File: config.mk
export PLATFORM = sky130hd
export DESIGN_NAME = ddot_vec_feeder
export DESIGN_NICKNAME = d
export VERILOG_FILES = /design/src/rtl/ddot_vec_feeder_pkg.sv /design/src/rtl/ddot_vec_feeder_lane_mask.sv /design/src/rtl/ddot_vec_feeder.sv
export SDC_FILE = /design/constraint.sdc
export NUM_CORES = 1
export LEC_CHECK = 0
export BUFFER_PORTS_ARGS = -buffer_cell sky130_fd_sc_hd__buf_2
export CORE_AREA = 2 2 220 222
export CTS_BUF_LIST = sky130_fd_sc_hd__clkbuf_2
export DETAILED_ROUTE_END_ITERATION = 8
export DIE_AREA = 0 0 222 224
export GPL_ROUTABILITY_DRIVEN = 1
export GPL_TIMING_DRIVEN = 0
export HOLD_SLACK_MARGIN = 0.02
export PLACE_DENSITY = 0.6
export SLEW_MARGIN = 5
export SYNTH_ARGS = -nofsm -noshare
export SYNTH_HDL_FRONTEND = slang
export SYNTH_HIERARCHICAL = 1
export SYNTH_SLANG_ARGS = --single-unit
File: constraint.sdc
create_clock -name clk -period 3.5 [get_ports clk]
set_clock_uncertainty 0.15 [all_clocks]
set_input_delay 0.175 -clock clk [delete_from_list [all_inputs] [get_ports clk]]
set_output_delay 0.175 -clock clk [all_outputs]
set_load 0.1 [all_outputs]
File: src/rtl/ddot_vec_feeder_pkg.sv
// Shared definitions for the dot-product vector feeder: FSM encoding, lane
// geometry and the tail-mask lane predicate.
package ddot_pkg;

  typedef enum logic [1:0] {
    IDLE  = 2'd0,
    ISSUE = 2'd1,
    DRAIN = 2'd2,
    FIN   = 2'd3
  } state_t;

  localparam int          LANES   = 4;
  localparam logic [31:0] FP_ZERO = 32'h0;

  // Lane idx carries real data when fewer than cnt lanes precede it.
  function automatic logic lane_on(input logic [2:0] cnt, input int idx);
    return int'(cnt) > idx;
  endfunction

endpackage

File: src/rtl/ddot_vec_feeder_lane_mask.sv
// Zeroes lanes at or above the valid-lane count and registers the result,
// so a beat appears one cycle after its memory data.
module ddot_lane_mask
  import ddot_pkg::*;
#(
  parameter int DATA_W = 32
) (
  input  logic                    clk,
  input  logic                    rst,
  input  logic                    vld,
  input  logic [2:0]              cnt,
  input  logic [LANES*DATA_W-1:0] din,
  output logic                    ready,
  output logic [LANES*DATA_W-1:0] dout
);

  logic ready_reg;

  always_ff @(posedge clk or negedge rst) begin
    if (!rst) ready_reg <= 1'b0;
    else      ready_reg <= vld;
  end

  assign ready = ready_reg;

  generate
    for (genvar gi = 0; gi < LANES; gi++) begin : g_lane
      logic [DATA_W-1:0] lane_reg;
      logic [DATA_W-1:0] lane_next;

      assign lane_next = (vld && lane_on(cnt, gi)) ? din[gi*DATA_W +: DATA_W]
                                                   : DATA_W'(FP_ZERO);

      always_ff @(posedge clk or negedge rst) begin
        if (!rst) lane_reg <= '0;
        else      lane_reg <= lane_next;
      end

      assign dout[gi*DATA_W +: DATA_W] = lane_reg;
    end
  endgenerate

endmodule

File: src/rtl/ddot_vec_feeder.sv
// Streams x[] and y[] from 4-lane memories as back-to-back beats (padded to an
// even count) and pulses done once every paired partial result has returned.
module ddot_vec_feeder
  import ddot_pkg::*;
#(
  parameter int ADDR_W = 10,
  parameter int LEN_W  = 11,
  parameter int DATA_W = 32
) (
  input  logic                    clk,
  input  logic                    rst,
  input  logic                    start,
  input  logic [LEN_W-1:0]        len,
  input  logic [ADDR_W-1:0]       x_base,
  input  logic [ADDR_W-1:0]       y_base,
  output logic                    x_rd_en,
  output logic [ADDR_W-1:0]       x_addr,
  input  logic [LANES*DATA_W-1:0] x_rd_data,
  output logic                    y_rd_en,
  output logic [ADDR_W-1:0]       y_addr,
  input  logic [LANES*DATA_W-1:0] y_rd_data,
  output logic                    ready,
  output logic [DATA_W-1:0]       x0,
  output logic [DATA_W-1:0]       x1,
  output logic [DATA_W-1:0]       x2,
  output logic [DATA_W-1:0]       x3,
  output logic [DATA_W-1:0]       y0,
  output logic [DATA_W-1:0]       y1,
  output logic [DATA_W-1:0]       y2,
  output logic [DATA_W-1:0]       y3,
  input  logic                    dot_vld,
  output logic                    busy,
  output logic                    done
);

  // One extra bit keeps (len+3) from overflowing at the maximum length.
  localparam int CW = LEN_W + 1;

  state_t            state_reg, state_next;
  logic [CW-1:0]     beats_reg, beats_next;
  logic [CW-1:0]     issue_reg, issue_next;
  logic [CW-1:0]     k_reg, k_next;
  logic [CW-1:0]     res_cnt_reg, res_cnt_next;
  logic [1:0]        tail_reg, tail_next;
  logic [ADDR_W-1:0] x_base_reg, x_base_next;
  logic [ADDR_W-1:0] y_base_reg, y_base_next;
  logic              busy_reg, busy_next;
  logic              done_reg, done_next;
  logic              s1_vld_reg, s1_vld_next;
  logic [2:0]        s1_cnt_reg, s1_cnt_next;

  logic              rd_en;
  logic [CW-1:0]     beats_in;
  logic [CW-1:0]     exp_res;
  logic [CW-1:0]     res_sum;
  logic              x_ready, y_ready;
  logic [LANES*DATA_W-1:0] x_lanes, y_lanes;

  assign beats_in = (CW'(len) + CW'(3)) >> 2;
  assign exp_res  = issue_reg >> 1;
  assign res_sum  = res_cnt_reg + CW'(dot_vld);
  assign rd_en    = (state_reg == ISSUE) && (k_reg < beats_reg);

  always_ff @(posedge clk or negedge rst) begin
    if (!rst) begin
      state_reg   <= IDLE;
      beats_reg   <= '0;
      issue_reg   <= '0;
      k_reg       <= '0;
      res_cnt_reg <= '0;
      tail_reg    <= '0;
      x_base_reg  <= '0;
      y_base_reg  <= '0;
      busy_reg    <= 1'b0;
      done_reg    <= 1'b0;
      s1_vld_reg  <= 1'b0;
      s1_cnt_reg  <= '0;
    end else begin
      state_reg   <= state_next;
      beats_reg   <= beats_next;
      issue_reg   <= issue_next;
      k_reg       <= k_next;
      res_cnt_reg <= res_cnt_next;
      tail_reg    <= tail_next;
      x_base_reg  <= x_base_next;
      y_base_reg  <= y_base_next;
      busy_reg    <= busy_next;
      done_reg    <= done_next;
      s1_vld_reg  <= s1_vld_next;
      s1_cnt_reg  <= s1_cnt_next;
    end
  end

  always_comb begin
    state_next   = state_reg;
    beats_next   = beats_reg;
    issue_next   = issue_reg;
    k_next       = k_reg;
    res_cnt_next = res_cnt_reg;
    tail_next    = tail_reg;
    x_base_next  = x_base_reg;
    y_base_next  = y_base_reg;
    busy_next    = busy_reg;
    done_next    = 1'b0;
    s1_vld_next  = 1'b0;
    s1_cnt_next  = 3'd0;

    case (state_reg)
      IDLE: begin
        // done_reg still high means FIN was last cycle; start waits one more.
        if (start && !done_reg) begin
          beats_next   = beats_in;
          issue_next   = beats_in + CW'(beats_in[0]);
          tail_next    = len[1:0];
          x_base_next  = x_base;
          y_base_next  = y_base;
          k_next       = '0;
          res_cnt_next = '0;
          busy_next    = 1'b1;
          state_next   = (len == '0) ? FIN : ISSUE;
        end
      end
      ISSUE: begin
        s1_vld_next = 1'b1;
        if (rd_en)
          s1_cnt_next = ((k_reg == beats_reg - CW'(1)) && (tail_reg != 2'd0))
                        ? {1'b0, tail_reg} : 3'd4;
        k_next = k_reg + CW'(1);
        if (dot_vld) res_cnt_next = res_sum;
        if (k_reg == issue_reg - CW'(1)) state_next = DRAIN;
      end
      DRAIN: begin
        if (dot_vld) res_cnt_next = res_sum;
        if (res_sum >= exp_res) state_next = FIN;
      end
      FIN: begin
        done_next  = 1'b1;
        busy_next  = 1'b0;
        state_next = IDLE;
      end
      default: state_next = IDLE;
    endcase
  end

  ddot_lane_mask #(.DATA_W(DATA_W)) u_x_mask (
    .clk   (clk),
    .rst   (rst),
    .vld   (s1_vld_reg),
    .cnt   (s1_cnt_reg),
    .din   (x_rd_data),
    .ready (x_ready),
    .dout  (x_lanes)
  );

  ddot_lane_mask #(.DATA_W(DATA_W)) u_y_mask (
    .clk   (clk),
    .rst   (rst),
    .vld   (s1_vld_reg),
    .cnt   (s1_cnt_reg),
    .din   (y_rd_data),
    .ready (y_ready),
    .dout  (y_lanes)
  );

  assign x_rd_en = rd_en;
  assign y_rd_en = rd_en;
  assign x_addr  = rd_en ? x_base_reg + ADDR_W'(k_reg) : '0;
  assign y_addr  = rd_en ? y_base_reg + ADDR_W'(k_reg) : '0;
  assign ready   = x_ready & y_ready;
  assign busy    = busy_reg;
  assign done    = done_reg;

  assign x0 = x_lanes[0*DATA_W +: DATA_W];
  assign x1 = x_lanes[1*DATA_W +: DATA_W];
  assign x2 = x_lanes[2*DATA_W +: DATA_W];
  assign x3 = x_lanes[3*DATA_W +: DATA_W];
  assign y0 = y_lanes[0*DATA_W +: DATA_W];
  assign y1 = y_lanes[1*DATA_W +: DATA_W];
  assign y2 = y_lanes[2*DATA_W +: DATA_W];
  assign y3 = y_lanes[3*DATA_W +: DATA_W];

endmodule

==> results of run 1 <==
-- cells by family after synthesis --
group,Yosys count
adders and majority gates,51
AOI/OAI and AO/OA,133
DFF,332
xor gates and xnor gates,68
and+or+nand+nor,541
buffers and inverters,114
muxes,11
-- through the flow --
| step | setup TNS, ns | hold WS (ns) | util |
|---|---|---|---|
| 2_1_floorplan | -1.43 | -0.271 | - |
| 3_3_place_gp | -1402.80 | 0.222 | 0.373 |
| 3_5_place_dp | -9.28 | 0.171 | 0.374 |
==> flow_summary.toml, run 1 <==
[outcome]
run_status = "stopped before the end"
stop_stage = "clock tree synthesis"
flow.first_error = "[ERROR RSZ-0060] Max buffer count reached."

[logic_synthesis]
synth.ff_latch_count = 332
synth_top_cell_area_share = 0.594
synth-adder-area-share = 0.0467
netlist_top_cells_area = "sky130_fd_sc_hd__dfrtp_1 (59%), sky130_fd_sc_hd__and3_1 (8.5%), sky130_fd_sc_hd__ha_1 (4.4%)"
synthesis.nets = 1592
synth_compound_gate_area_share = 0.0616
xor_and_xnor_fraction_of_the_mapped_netlist_area = 0.0426
yosys_most_used_dff = "sky130_fd_sc_hd__dfrtp_1"
synth.mux.area_fraction = 0.00841
sequential_element_share_of_the_synthesized_area = 0.594
synthTopCellsByCount = "sky130_fd_sc_hd__dfrtp_1 (332), sky130_fd_sc_hd__and3_1 (191), sky130_fd_sc_hd__nand2_1 (126)"
synth_enable_flop_cells = 0
synth.lib_cells_used.distinct = 64
yosys_warnings = 6
syn_inst = 1250
postSynth.asyncResetShare = 1.00
post_synth_and_or_nand_nor_area_fraction = 0.211
synthesized_area_per_cell_sq_um = 11.2
netlist.top_cell.by_area = "sky130_fd_sc_hd__dfrtp_1"
post-synth-top-count-cell = "sky130_fd_sc_hd__dfrtp_1"
synthesis.area_sq_um = 14000
synth_top_family_by_area = "simple AND/OR/NAND/NOR gates"

[placement]
place_worst_setup_slack_ns = -0.569
total_placed_instance_area_sq_um = 17700
port_buffers = 569
dp_cells = 2436
final_hpwl_dp_microns = 38800
finalWeightedCongestion = 0.941

[clocking]
cts_buffers = 91
cts.sinks = 332
cts_setup_buffers = 13
ctsRootBufferMaster = "sky130_fd_sc_hd__clkbuf_2"
cts-htree-levels = 3
holdBufCountCts = 519
cts_buffer_depth = 3
cts.repair.resized = 121

[floorplan]
fp-row-count = 80
width_of_the_chip_microns = 222
initial_utilization = 0.295
die_y_microns = 224
pin_count = 572
==> run 2, diff against run 1 <==
--- a/config.mk
+++ b/config.mk
@@ -6,14 +6,12 @@
 export NUM_CORES = 1
 export LEC_CHECK = 0
 export BUFFER_PORTS_ARGS = -buffer_cell sky130_fd_sc_hd__buf_2
-export CORE_AREA = 2 2 220 222
-export CTS_BUF_LIST = sky130_fd_sc_hd__clkbuf_2
+export CORE_MARGIN = 1.5
+export CORE_UTILIZATION = 25
 export DETAILED_ROUTE_END_ITERATION = 8
-export DIE_AREA = 0 0 222 224
 export GPL_ROUTABILITY_DRIVEN = 1
 export GPL_TIMING_DRIVEN = 0
-export HOLD_SLACK_MARGIN = 0.02
-export PLACE_DENSITY = 0.6
+export PLACE_DENSITY_LB_ADDON = 0.15
 export SLEW_MARGIN = 5
 export SYNTH_ARGS = -nofsm -noshare
 export SYNTH_HDL_FRONTEND = slang
==> run 2 against run 1 <==
Net effect: the flow now finishes without violations; synthesized area unchanged; synthesized cell count unchanged.
==> flow_summary.toml, run 2 <==
[critical_path]
cp_common_cell = "sky130_fd_sc_hd__buf_12"
endpoint_kind = "primary output"
path_class = "reg -> out"
cp_slowest_stage_delay_ns = 0.56
start_kind = "flop"
crit_path_max_delay_cell_type = "sky130_fd_sc_hd__dfrtp_4"
required_ns = 3.17
crit-reg2reg-launch = "res_cnt_reg[0]"
timing.critical_path.cells = "buf_12 > fa_2 > a21o_1 > a21oi_2 > nor2b_1 > o21a_1 > o41ai_2 > xor2_1 > nor2_2 > buf_12"
crit_fanout = 6
timing.critical_path.from = "k_reg[1]"
arrival_ns = 3.08

[clocking]
clkLatencyLatePin_ns = 0.56
cts-htree-levels = 2
ctsRootBufferMaster = "sky130_fd_sc_hd__clkbuf_16"
cts_buffers = 42
tritoncts = "built"
cts_buffer_depth = 3
clkSlewWorstSetupHoldPaths_ns = 0.06
cts.sinks = 332

[logic_synthesis]
synth.lib_cells_used.distinct = 64
synthesis.area_sq_um = 14000
synth_top_cell_area_share = 0.594
post-synth-top-count-cell = "sky130_fd_sc_hd__dfrtp_1"
yosys_most_used_dff = "sky130_fd_sc_hd__dfrtp_1"
sequential_element_share_of_the_synthesized_area = 0.594
netlist_top_cells_area = "sky130_fd_sc_hd__dfrtp_1 (59%), sky130_fd_sc_hd__and3_1 (8.5%), sky130_fd_sc_hd__ha_1 (4.4%)"
postSynth.asyncResetShare = 1.00
synthTopCellsByCount = "sky130_fd_sc_hd__dfrtp_1 (332), sky130_fd_sc_hd__and3_1 (191), sky130_fd_sc_hd__nand2_1 (126)"
synth.ff_latch_count = 332
syn_inst = 1250
synthesis.nets = 1592
synth_enable_flop_cells = 0
netlist.top_cell.by_area = "sky130_fd_sc_hd__dfrtp_1"
yosys_warnings = 6
synthesized_area_per_cell_sq_um = 11.2

[detailed_routing]
final_antenna_net_count = 0
first_pass_iters = 6
wl_per_cell_microns = 18.6
route.detailed.drc = 0
drt-total-wl_microns = 55000
routed-via-count = 12800
post_drt_via_cell_ratio = 4.34
drt-initial-drc-count = 563

[sta]
post-route-min-period_ns = 3.40
timing_hold_violations_final = 0
period_share = 0.973
worst_slew_margin_rel = 0.431
achievable_freq_ghz = 0.294
finalWorstSetupSlack_ns = 0.0961
timing.final.max_slew_violations = 0
worst_slew_pin_slew_ns = 0.854
rsz0062_at_grt = "yes"
fin_worst_hold_slack_ns = 0.0111
setup_viols_final = 0

[global_routing]
vias_in_the_first_global_route = 13300
grt_first_pass_wirelength_microns = 80800
grt_max_degree = 101
globalRouteOverflowTotal = 0
number_of_antenna_violations_at_the_first_check_in_global_routing = 6
globalRouteTotalUtil = 0.186

[outcome]
run_status = "finished clean"

[cells_and_area]
layout_commonest_cell = "sky130_fd_sc_hd__buf_2"
num-nets-final = 2512
post-route-util = 0.410
finish.cell_count_without_fillers = 2954
final_cell_mix = "sky130_fd_sc_hd__buf_2 (548), sky130_fd_sc_hd__dfrtp_1 (330), sky130_fd_sc_hd__dlygate4sd3_1 (294), sky130_fd_sc_hd__and3_1 (191), sky130_fd_sc_hd__nand2_1 (126)"
final_layout_size_suffix_gt1_frac = 0.326
final.fill_count = 5451
flow.area_growth_from_synthesis_pct = 61.8

[power]
ir_drop_uv = 300
static_leakage_power_uw = 0.0111
power_per_cell_area_nw_per_um2 = 473

[placement]
final_hpwl_dp_microns = 41000
dp_cells = 2570
finalWeightedCongestion = 0.851
place_worst_setup_slack_ns = -0.529
port_buffers = 569

[floorplan]
pin_count = 572
fp-row-count = 86
floorplan.core_area_sq_um = 55200
die_y_microns = 240
width_of_the_chip_microns = 240
initial_utilization = 0.253
total_die_area_sq_um = 57400

[run]
maxCapViolations = 0

[worst_hold_path]
min-delay-path-class = "in -> async"
run 2: cell counts after synthesis:
Identical to the previous run, type by type.
run 2: cells by family after synthesis:
| kind of cell | share of synthesized area |
|---|---|
| simple gates | 0.211 |
| buf+inv | 0.0363 |
| mux | 0.00841 |
| flops | 0.594 |
| compound gates | 0.0616 |
| xor+xnor | 0.0426 |
| fa+ha+maj | 0.0467 |
run 2: metal layers:
| layer | part of all wire | vias up | GRT usage | wire length (microns) |
|---|---|---|---|---|
| li1 | - | 6104 | - | - |
| met1 | 0.39 | 6277 | 0.213 | 21300 |
| met2 | 0.53 | 348 | 0.341 | 29000 |
| met3 | 0.057 | 81 | 0.0402 | 3160 |
| met4 | 0.029 | 0 | 0.0596 | 1570 |
| met5 | 0 | - | 0 | 0 |
run 2: path summary, 6_finish.rpt:
kind	endpoint	slack [ns]	cells after the start
max	x_addr[8]	0.1	10
min	u_y_mask/g_lane[2].lane_reg[9]	0.01	2
max reg2reg	state_reg[1]	0.35	12
min reg2reg	y_base_reg[5]	0.33	2
max in group asynchronous	u_y_mask/g_lane[1].lane_reg[17]	1.91	4
min in group clk	x_base_reg[6]	0.20	4
run 2: layout make-up:
cell class,instances,area (sq um),share of cell area
Sequential cell,332,8310,0.367
Timing Repair Buffer,876,6140,0.271
Multi-Input combinational cell,804,5310,0.235
Clock buffer,61,1230,0.0545
Tap cell,748,936,0.0413
Buffer,74,380,0.0168
Clock inverter,13,154,0.00680
Inverter,40,150,0.00663
Antenna cell,6,15.0,0.000663
run 2: worst max-delay path, delay by kind of cell, from the launching register on:
kind	cells	cell delay [ns]
AOI/OAI and AO/OA	4	0.84
DFF	1	0.56
adders and majority gates	1	0.39
buffers and inverters	2	0.35
and+or+nand+nor	2	0.24
xor gates and xnor gates	1	0.13
run 2: metrics by stage:
stage	power, uW	cell area [sq um]	TNS, ns
2_1_floorplan	5580	14000	-1.43
3_3_place_gp	6110	17800	-1539.87
3_5_place_dp	6130	17900	-8.98
4_1_cts	10900	22400	0
5_1_grt	11100	22600	-0.163
6_report	10700	22600	0
run 2: report_power, final:
group,leakage [uW],internal (uW),total [uW],switching (uW)
registers,0.00391,4020,4100,80.1
logic,0.00653,618,2230,1610
clock network,0.000685,2660,4380,1720
run 2: timing repair:
item                       CTS  global route
cloned                       0             1
setup buffers                2             7
setup endpoints to repair   23            22
hold buffers               294             0
pin swaps                    1            11
hold endpoints to repair   554             0
resized for setup           45            31
(Power assumes the default switching activity.)
